## src/rtl/lsu_bus_adapter_pkg.sv

```systemverilog
// ---------------------------------------------------------------------------
// lsu_bus_adapter_pkg: shared size/state encodings and lane helpers | Rev 1.0
// ---------------------------------------------------------------------------
`default_nettype none

package lsu_bus_adapter_pkg;

  localparam logic [1:0] SIZE_BYTE = 2'b00;
  localparam logic [1:0] SIZE_HALF = 2'b01;
  localparam logic [1:0] SIZE_WORD = 2'b10;

  typedef enum logic [1:0] {
    ST_IDLE = 2'd0,
    ST_BUS  = 2'd1,
    ST_DONE = 2'd2
  } state_t;

  function automatic logic is_misaligned(input logic [1:0] size, input logic [1:0] off);
    case (size)
      SIZE_BYTE: is_misaligned = 1'b0;
      SIZE_HALF: is_misaligned = off[0];
      SIZE_WORD: is_misaligned = (off != 2'b00);
      default:   is_misaligned = 1'b1;
    endcase
  endfunction

  function automatic logic [3:0] lane_strobe(input logic [1:0] size, input logic [1:0] off);
    case (size)
      SIZE_BYTE: lane_strobe = 4'b0001 << off;
      SIZE_HALF: lane_strobe = 4'b0011 << off;
      SIZE_WORD: lane_strobe = 4'b1111;
      default:   lane_strobe = 4'b0000;
    endcase
  endfunction

  function automatic logic [31:0] replicate_data(input logic [1:0] size, input logic [31:0] data);
    case (size)
      SIZE_BYTE: replicate_data = {4{data[7:0]}};
      SIZE_HALF: replicate_data = {2{data[15:0]}};
      default:   replicate_data = data;
    endcase
  endfunction

endpackage

`default_nettype wire

```

## src/rtl/lsu_bus_adapter_if.sv

```systemverilog
// ---------------------------------------------------------------------------
// lsu_bus_adapter_if: word-wide memory bus between LSU adapter and memory | Rev 1.0
// ---------------------------------------------------------------------------
`default_nettype none

interface lsu_bus_adapter_if;
  logic        mem_req;
  logic        mem_we;
  logic [31:0] mem_addr;
  logic [31:0] mem_wdata;
  logic [3:0]  mem_wstrb;
  logic        mem_ack;
  logic [31:0] mem_rdata;

  modport master (
    output mem_req, mem_we, mem_addr, mem_wdata, mem_wstrb,
    input  mem_ack, mem_rdata
  );

  modport slave (
    input  mem_req, mem_we, mem_addr, mem_wdata, mem_wstrb,
    output mem_ack, mem_rdata
  );
endinterface

`default_nettype wire

```

## src/rtl/lsu_bus_adapter_load_extender.sv

```systemverilog
// ---------------------------------------------------------------------------
// load_extender: selects the load lane from a bus word and sign/zero extends | Rev 1.0
// ---------------------------------------------------------------------------
`default_nettype none

module load_extender
  import lsu_bus_adapter_pkg::*;
(
  input  logic [31:0] word,
  input  logic [1:0]  lane,
  input  logic [1:0]  size,
  input  logic        is_unsigned,
  output logic [31:0] data
);

  logic [7:0]  byte_sel;
  logic [15:0] half_sel;

  always_comb begin
    byte_sel = word[{lane, 3'b000} +: 8];
    half_sel = lane[1] ? word[31:16] : word[15:0];
    case (size)
      SIZE_BYTE: data = {{24{~is_unsigned & byte_sel[7]}}, byte_sel};
      SIZE_HALF: data = {{16{~is_unsigned & half_sel[15]}}, half_sel};
      default:   data = word;
    endcase
  end

endmodule

`default_nettype wire

```

## src/rtl/lsu_bus_adapter.sv

```systemverilog
// ---------------------------------------------------------------------------
// lsu_bus_adapter: turns one LSU load/store request into a timed bus access | Rev 1.0
// ---------------------------------------------------------------------------
`default_nettype none

module lsu_bus_adapter
  import lsu_bus_adapter_pkg::*;
#(
  parameter int unsigned TIMEOUT_CYCLES = 255
) (
  input  logic                      clk,
  input  logic                      rst_n,
  input  logic                      start,
  input  logic                      we,
  input  logic [31:0]               addr,
  input  logic [31:0]               wdata,
  input  logic [1:0]                data_size,
  input  logic                      data_unsigned,
  output logic                      busy,
  output logic                      done,
  output logic [31:0]               rdata,
  output logic                      misaligned,
  output logic                      timeout,
  lsu_bus_adapter_if.master         bus
);

  localparam logic [15:0] TIMEOUT_LAST = 16'(TIMEOUT_CYCLES - 1);

  state_t      state;
  logic [15:0] wait_cnt;
  logic [1:0]  lane_q;
  logic [1:0]  size_q;
  logic        unsigned_q;
  logic        req_q;
  logic        we_q;
  logic [31:0] addr_q;
  logic [31:0] wdata_q;
  logic [3:0]  wstrb_q;
  logic [31:0] load_data;
  logic        start_mis;

  assign start_mis     = is_misaligned(data_size, addr[1:0]);
  assign bus.mem_req   = req_q;
  assign bus.mem_we    = we_q;
  assign bus.mem_addr  = addr_q;
  assign bus.mem_wdata = wdata_q;
  assign bus.mem_wstrb = wstrb_q;

  load_extender u_load_extender (
    .word        (bus.mem_rdata),
    .lane        (lane_q),
    .size        (size_q),
    .is_unsigned (unsigned_q),
    .data        (load_data)
  );

  always_ff @(posedge clk or negedge rst_n) begin
    if (!rst_n) begin
      state      <= ST_IDLE;
      wait_cnt   <= '0;
      lane_q     <= '0;
      size_q     <= '0;
      unsigned_q <= 1'b0;
      req_q      <= 1'b0;
      we_q       <= 1'b0;
      addr_q     <= '0;
      wdata_q    <= '0;
      wstrb_q    <= '0;
      busy       <= 1'b0;
      done       <= 1'b0;
      rdata      <= '0;
      misaligned <= 1'b0;
      timeout    <= 1'b0;
    end else begin
      case (state)
        ST_IDLE: begin
          if (start) begin
            busy       <= 1'b1;
            timeout    <= 1'b0;
            misaligned <= start_mis;
            wait_cnt   <= '0;
            lane_q     <= addr[1:0];
            size_q     <= data_size;
            unsigned_q <= data_unsigned;
            we_q       <= we;
            addr_q     <= {addr[31:2], 2'b00};
            wdata_q    <= replicate_data(data_size, wdata);
            wstrb_q    <= (we && !start_mis) ? lane_strobe(data_size, addr[1:0]) : 4'b0000;
            // Misaligned accesses never touch the bus and finish next cycle.
            if (start_mis) begin
              state <= ST_DONE;
              done  <= 1'b1;
            end else begin
              state <= ST_BUS;
              req_q <= 1'b1;
            end
          end
        end
        ST_BUS: begin
          if (bus.mem_ack) begin
            req_q <= 1'b0;
            done  <= 1'b1;
            state <= ST_DONE;
            if (!we_q) begin
              rdata <= load_data;
            end
          end else if (wait_cnt == TIMEOUT_LAST) begin
            req_q   <= 1'b0;
            done    <= 1'b1;
            timeout <= 1'b1;
            state   <= ST_DONE;
          end else begin
            wait_cnt <= wait_cnt + 16'd1;
          end
        end
        ST_DONE: begin
          done  <= 1'b0;
          busy  <= 1'b0;
          state <= ST_IDLE;
        end
        default: state <= ST_IDLE;
      endcase
    end
  end

endmodule

`default_nettype wire

```

## src/flat_wrapper.sv

```systemverilog
// flat-port wrapper written by rule: the top's interface ports become plain ports
module lsu_bus_adapter_flat import lsu_bus_adapter_pkg::*;
#(
  parameter int unsigned TIMEOUT_CYCLES = 255
)
  (clk, rst_n, start, we, addr, wdata, data_size, data_unsigned, busy, done, rdata, misaligned, timeout, bus_mem_req, bus_mem_we, bus_mem_addr, bus_mem_wdata, bus_mem_wstrb, bus_mem_ack, bus_mem_rdata);
  lsu_bus_adapter_if bus_i ();
  input  logic clk;
  input  logic rst_n;
  input  logic start;
  input  logic we;
  input  logic [31:0] addr;
  input  logic [31:0] wdata;
  input  logic [1:0] data_size;
  input  logic data_unsigned;
  output logic busy;
  output logic done;
  output logic [31:0] rdata;
  output logic misaligned;
  output logic timeout;
  output wire logic [$bits(bus_i.mem_req)-1:0] bus_mem_req;
  output wire logic [$bits(bus_i.mem_we)-1:0] bus_mem_we;
  output wire logic [$bits(bus_i.mem_addr)-1:0] bus_mem_addr;
  output wire logic [$bits(bus_i.mem_wdata)-1:0] bus_mem_wdata;
  output wire logic [$bits(bus_i.mem_wstrb)-1:0] bus_mem_wstrb;
  input wire logic [$bits(bus_i.mem_ack)-1:0] bus_mem_ack;
  input wire logic [$bits(bus_i.mem_rdata)-1:0] bus_mem_rdata;
  assign bus_mem_req = bus_i.mem_req;
  assign bus_mem_we = bus_i.mem_we;
  assign bus_mem_addr = bus_i.mem_addr;
  assign bus_mem_wdata = bus_i.mem_wdata;
  assign bus_mem_wstrb = bus_i.mem_wstrb;
  assign bus_i.mem_ack = bus_mem_ack;
  assign bus_i.mem_rdata = bus_mem_rdata;
  lsu_bus_adapter #(.TIMEOUT_CYCLES(TIMEOUT_CYCLES)) u_core (.clk(clk), .rst_n(rst_n), .start(start), .we(we), .addr(addr), .wdata(wdata), .data_size(data_size), .data_unsigned(data_unsigned), .busy(busy), .done(done), .rdata(rdata), .misaligned(misaligned), .timeout(timeout), .bus(bus_i));
endmodule
```

## config.mk

```make
export PLATFORM = sky130hd
export DESIGN_NAME = lsu_bus_adapter_flat
export DESIGN_NICKNAME = d
export VERILOG_FILES = /design/src/rtl/lsu_bus_adapter_pkg.sv /design/src/rtl/lsu_bus_adapter_if.sv /design/src/rtl/lsu_bus_adapter_load_extender.sv /design/src/rtl/lsu_bus_adapter.sv /design/src/flat_wrapper.sv
export SDC_FILE = /design/constraint.sdc
export NUM_CORES = 1
export LEC_CHECK = 0
export CORE_ASPECT_RATIO = 2
export CORE_MARGIN = 2
export CORE_UTILIZATION = 47
export CTS_BUF_LIST = sky130_fd_sc_hd__clkbuf_8
export CTS_CLUSTER_SIZE = 8
export DETAILED_ROUTE_END_ITERATION = 12
export PLACE_DENSITY = 0.85
export SLEW_MARGIN = 20
export SYNTH_ARGS = -nofsm -noshare
export SYNTH_HDL_FRONTEND = slang
export SYNTH_SLANG_ARGS = --single-unit
```

## constraint.sdc

```tcl
create_clock -name clk -period 2.27 [get_ports clk]
set_input_delay 0.227 -clock clk [delete_from_list [all_inputs] [get_ports clk]]
set_output_delay 0.227 -clock clk [all_outputs]
set_load 0.02 [all_outputs]
```

==> flow_metrics.py <==
metrics = {
    "outcome": {
        "outcome": "finished clean",
    },
    "finish": {
        "layout-drive-gt1-share_pct": 8.636,
        "area_delta_synth_final_pct": 44.21,
        "n_antenna_cell": 0,
        "final_util_pct": 69.43,
        "nets": 974,
    },
    "clocking": {
        "ctsHoldBuffers": 1,
        "cts_post_setup_buffers_inserted": 0,
        "cts_tree": "built",
        "htree_levels": 4,
        "clock_latency_ps": 440,
        "clkTransAtPathRegs_ps": 80,
        "cts_buffer_depth": 2,
        "root_buffer": "clkbuf_8",
        "cts_sinks": 127,
        "ctsResizeCount": 0,
        "cts-buffers-inserted": 17,
    },
    "die": {
        "io-pin-count": 210,
        "start_util_pct": 48.15,
        "die_area_mm2": 0.01392,
        "row_count": 58,
        "die_w_um": 84.42,
        "chipHeight_um": 164.8,
        "placeableCoreArea_mm2": 0.01263,
    },
    "global_routing": {
        "grt_pass1_vias": 5761,
        "antenna_found_initial": 0,
        "grt_pass1_wl_um": 28920,
        "overflow": 0,
        "grt.total_usage_pct": 26.61,
        "grt_max_degree": 118,
    },
    "sta": {
        "setup_slack_ps": 253.3,
        "skew_ps": 14.72,
        "fin_tns_setup_ps": 0,
        "period_share_pct": 88.84,
        "setup_violations": 0,
        "slew_violations": 0,
        "max_freq_ghz": 0.4958,
        "hold_violations": 0,
        "rsz0062_at_grt": "false",
        "worst_hold_slack_ps": 159.3,
        "min_period_ps": 2017,
        "max_slew_margin_pct": 58.66,
        "worst_pin_slew_ps": 620.1,
    },
    "placement": {
        "dp_hpwl_um": 13580,
        "gp_congestion": 0.8628,
        "place.port_buffers": 207,
        "dp_slack_ps": 248.3,
    },
    "detailed_routing": {
        "wirelength_um": 18420,
        "firstDrtPassIters": 5,
        "drtAntennaViolNets": 0,
        "detail_route.wl_per_cell_um": 17.89,
        "drc": 0,
        "via_per_inst": 5.517,
        "drtIter0Drc": 266,
        "vias": 5682,
    },
    "power_and_ir_drop": {
        "total_power_uw": 10500,
        "ir_drop_v": 0.0007723,
        "p_leak_uw": 0.003974,
        "pwr_density_cell_mw_per_mm2": 1198,
    },
    "critical_path": {
        "crit_path_end_kind": "flip-flop",
        "arrival_ps": 2350,
        "ff2ff_path_depth": 6,
        "criticalPathCategory": "flip-flop to flip-flop",
        "startpoint_type": "flip-flop",
        "crit_fanout": 14,
        "required_ps": 2600,
    },
    "logic_synthesis": {
        "yosys_warnings": 0,
        "dominantRegCellSynth": "dfrtp_1",
        "avgSynthCellArea_um2": 9.129,
        "synth_edf_count": 0,
        "synthCells": 666,
        "asyncSetResetFlopFracSynth_pct": 100.0,
        "synth_seq_cells": 127,
        "synth_cell_types": 60,
        "mappedNetlistArea_mm2": 0.006080,
        "seq_area_frac_synth_pct": 52.27,
    },
    "worst_hold_path": {
        "holdCritPathClass": "input port to async pin",
    },
    "run": {
        "max_cap_viol_count": 0,
    },
}
-- kinds of logic (layout without fill, tap and decap cells) --
kind of cell	after synthesis	after routing	synth area share, %
flops	127	127	52.27
fa+ha+maj	2	2	0.4115
buf+inv	58	271	3.951
other cells	1	2	0.06168
xor+xnor	1	1	0.1441
simple gates	309	309	23.09
compound gates	124	124	12.45
mux	44	44	7.615
-- report_power, final --
group | total (µW) | switching, µW | internal (µW)
Clock | 2070 | 973 | 1100
Sequential | 3670 | 577 | 3100
Combinational | 4750 | 2560 | 2190
Total | 10500 | 4110 | 6390
-- routing by layer --
layer	routed length (µm)	global-route usage, %
met5	0	0
met4	861	14.36
met3	1115	6.447
met2	10060	48.63
met1	6386	27.70
-- synth_stat cells (2+ instances only) --
| master | n | share of area [%] |
|---|---|---|
| nand3_1 | 37 | 3.0 |
| or3b_2 | 2 | 0.29 |
| nor2_1 | 18 | 1.1 |
| mux2_2 | 8 | 1.5 |
| clkbuf_1 | 34 | 2.1 |
| a22oi_1 | 6 | 0.74 |
| o21ai_0 | 46 | 3.8 |
| a211oi_1 | 5 | 0.62 |
| and3_1 | 2 | 0.21 |
| buf_1 | 2 | 0.12 |
| buf_2 | 9 | 0.74 |
| nor2b_1 | 2 | 0.21 |
| a31oi_1 | 10 | 1.0 |
| and4_2 | 2 | 0.33 |
| inv_1 | 10 | 0.62 |
| nor3b_1 | 2 | 0.25 |
| a41o_1 | 2 | 0.33 |
| o22a_1 | 8 | 1.2 |
| or4_1 | 2 | 0.25 |
| o31ai_1 | 3 | 0.37 |
| ha_1 | 2 | 0.41 |
| dfrtp_1 | 127 | 52 |
| nor3_1 | 6 | 0.49 |
| and4_1 | 3 | 0.43 |
| a21boi_0 | 2 | 0.25 |
| nand2_1 | 205 | 13 |
| nand3b_1 | 2 | 0.25 |
| nand4_1 | 2 | 0.21 |
| buf_4 | 3 | 0.37 |
| mux2i_1 | 35 | 5.8 |
| a21oi_1 | 30 | 2.5 |
| or3_1 | 9 | 0.93 |
| nand2b_1 | 3 | 0.31 |
-- final cells by class --
cell class / instances / area [µm²]
Clock inverter: 14 / 181.4
Clock buffer: 17 / 234.0
Inverter: 10 / 37.54
Timing Repair Buffer: 230 / 2270
Tap cell: 150 / 187.7
Sequential cell: 127 / 3178
Multi-Input combinational cell: 482 / 2679
Fill cell: 985 / 3860
-- worst paths after layout --
kind                            slack (ps)                                   end                          startpoint
worst max-delay path                   250               u_core.done$_DFFE_PN0P_      u_core.wait_cnt[0]$_DFFE_PN0P_
max in group asynchronous             1270  u_core.bus.mem_wdata[31]$_DFFE_PN0P_                               rst_n
worst min-delay path                   160           u_core.rdata[4]$_DFFE_PN0P_                               rst_n
worst min register to register         480    u_core.bus.mem_addr[8]$_DFFE_PN0P_  u_core.bus.mem_addr[8]$_DFFE_PN0P_
worst max register to register         250               u_core.done$_DFFE_PN0P_      u_core.wait_cnt[0]$_DFFE_PN0P_
min in group clk                       300   u_core.bus.mem_addr[26]$_DFFE_PN0P_                            addr[26]
-- cell usage in the layout (no fill, tap or decap), types with 5 or more instances in the layout --
cell type and n:
a31oi_1 10, a21oi_1 30, inv_1 10, inv_6 5, nand3_1 37, a22oi_1 6
or3_1 9, nor2_1 18, nand2_1 205, dfrtp_1 127, a211oi_1 5, o22a_1 8
nor3_1 6, buf_4 21, o21ai_0 46, mux2_2 8, clkdlybuf4s50_1 206, clkbuf_8 17
mux2i_1 35
-- state kept, by name (all words and copies together) (netlist names), 2 cells and up --
| register | count |
|---|---|
| u_core.bus.mem_addr | 30 |
| u_core.bus.mem_wdata | 32 |
| u_core.bus.mem_wstrb | 4 |
| u_core.lane_q | 2 |
| u_core.rdata | 32 |
| u_core.size_q | 2 |
| u_core.state | 2 |
| u_core.wait_cnt | 16 |
-- critical path, stage by stage (launching register included) --
cell and delay (ps):
dfrtp_1 480, inv_1 100, ha_1 140, nor2b_1 180, and4_1 500, a21boi_0 210, a211oi_1 290
-- stage by stage --
| step | area (µm²) | std cells |
|---|---|---|
| 6_report | 8767 | 1030 |
| 2_1_floorplan | 6083 | 667 |
| 3_3_place_gp | 8342 | 998 |
| 5_1_grt | 8767 | 1030 |
| 4_1_cts | 8767 | 1030 |
| 3_5_place_dp | 8342 | 998 |
(Power assumes the default switching activity.)
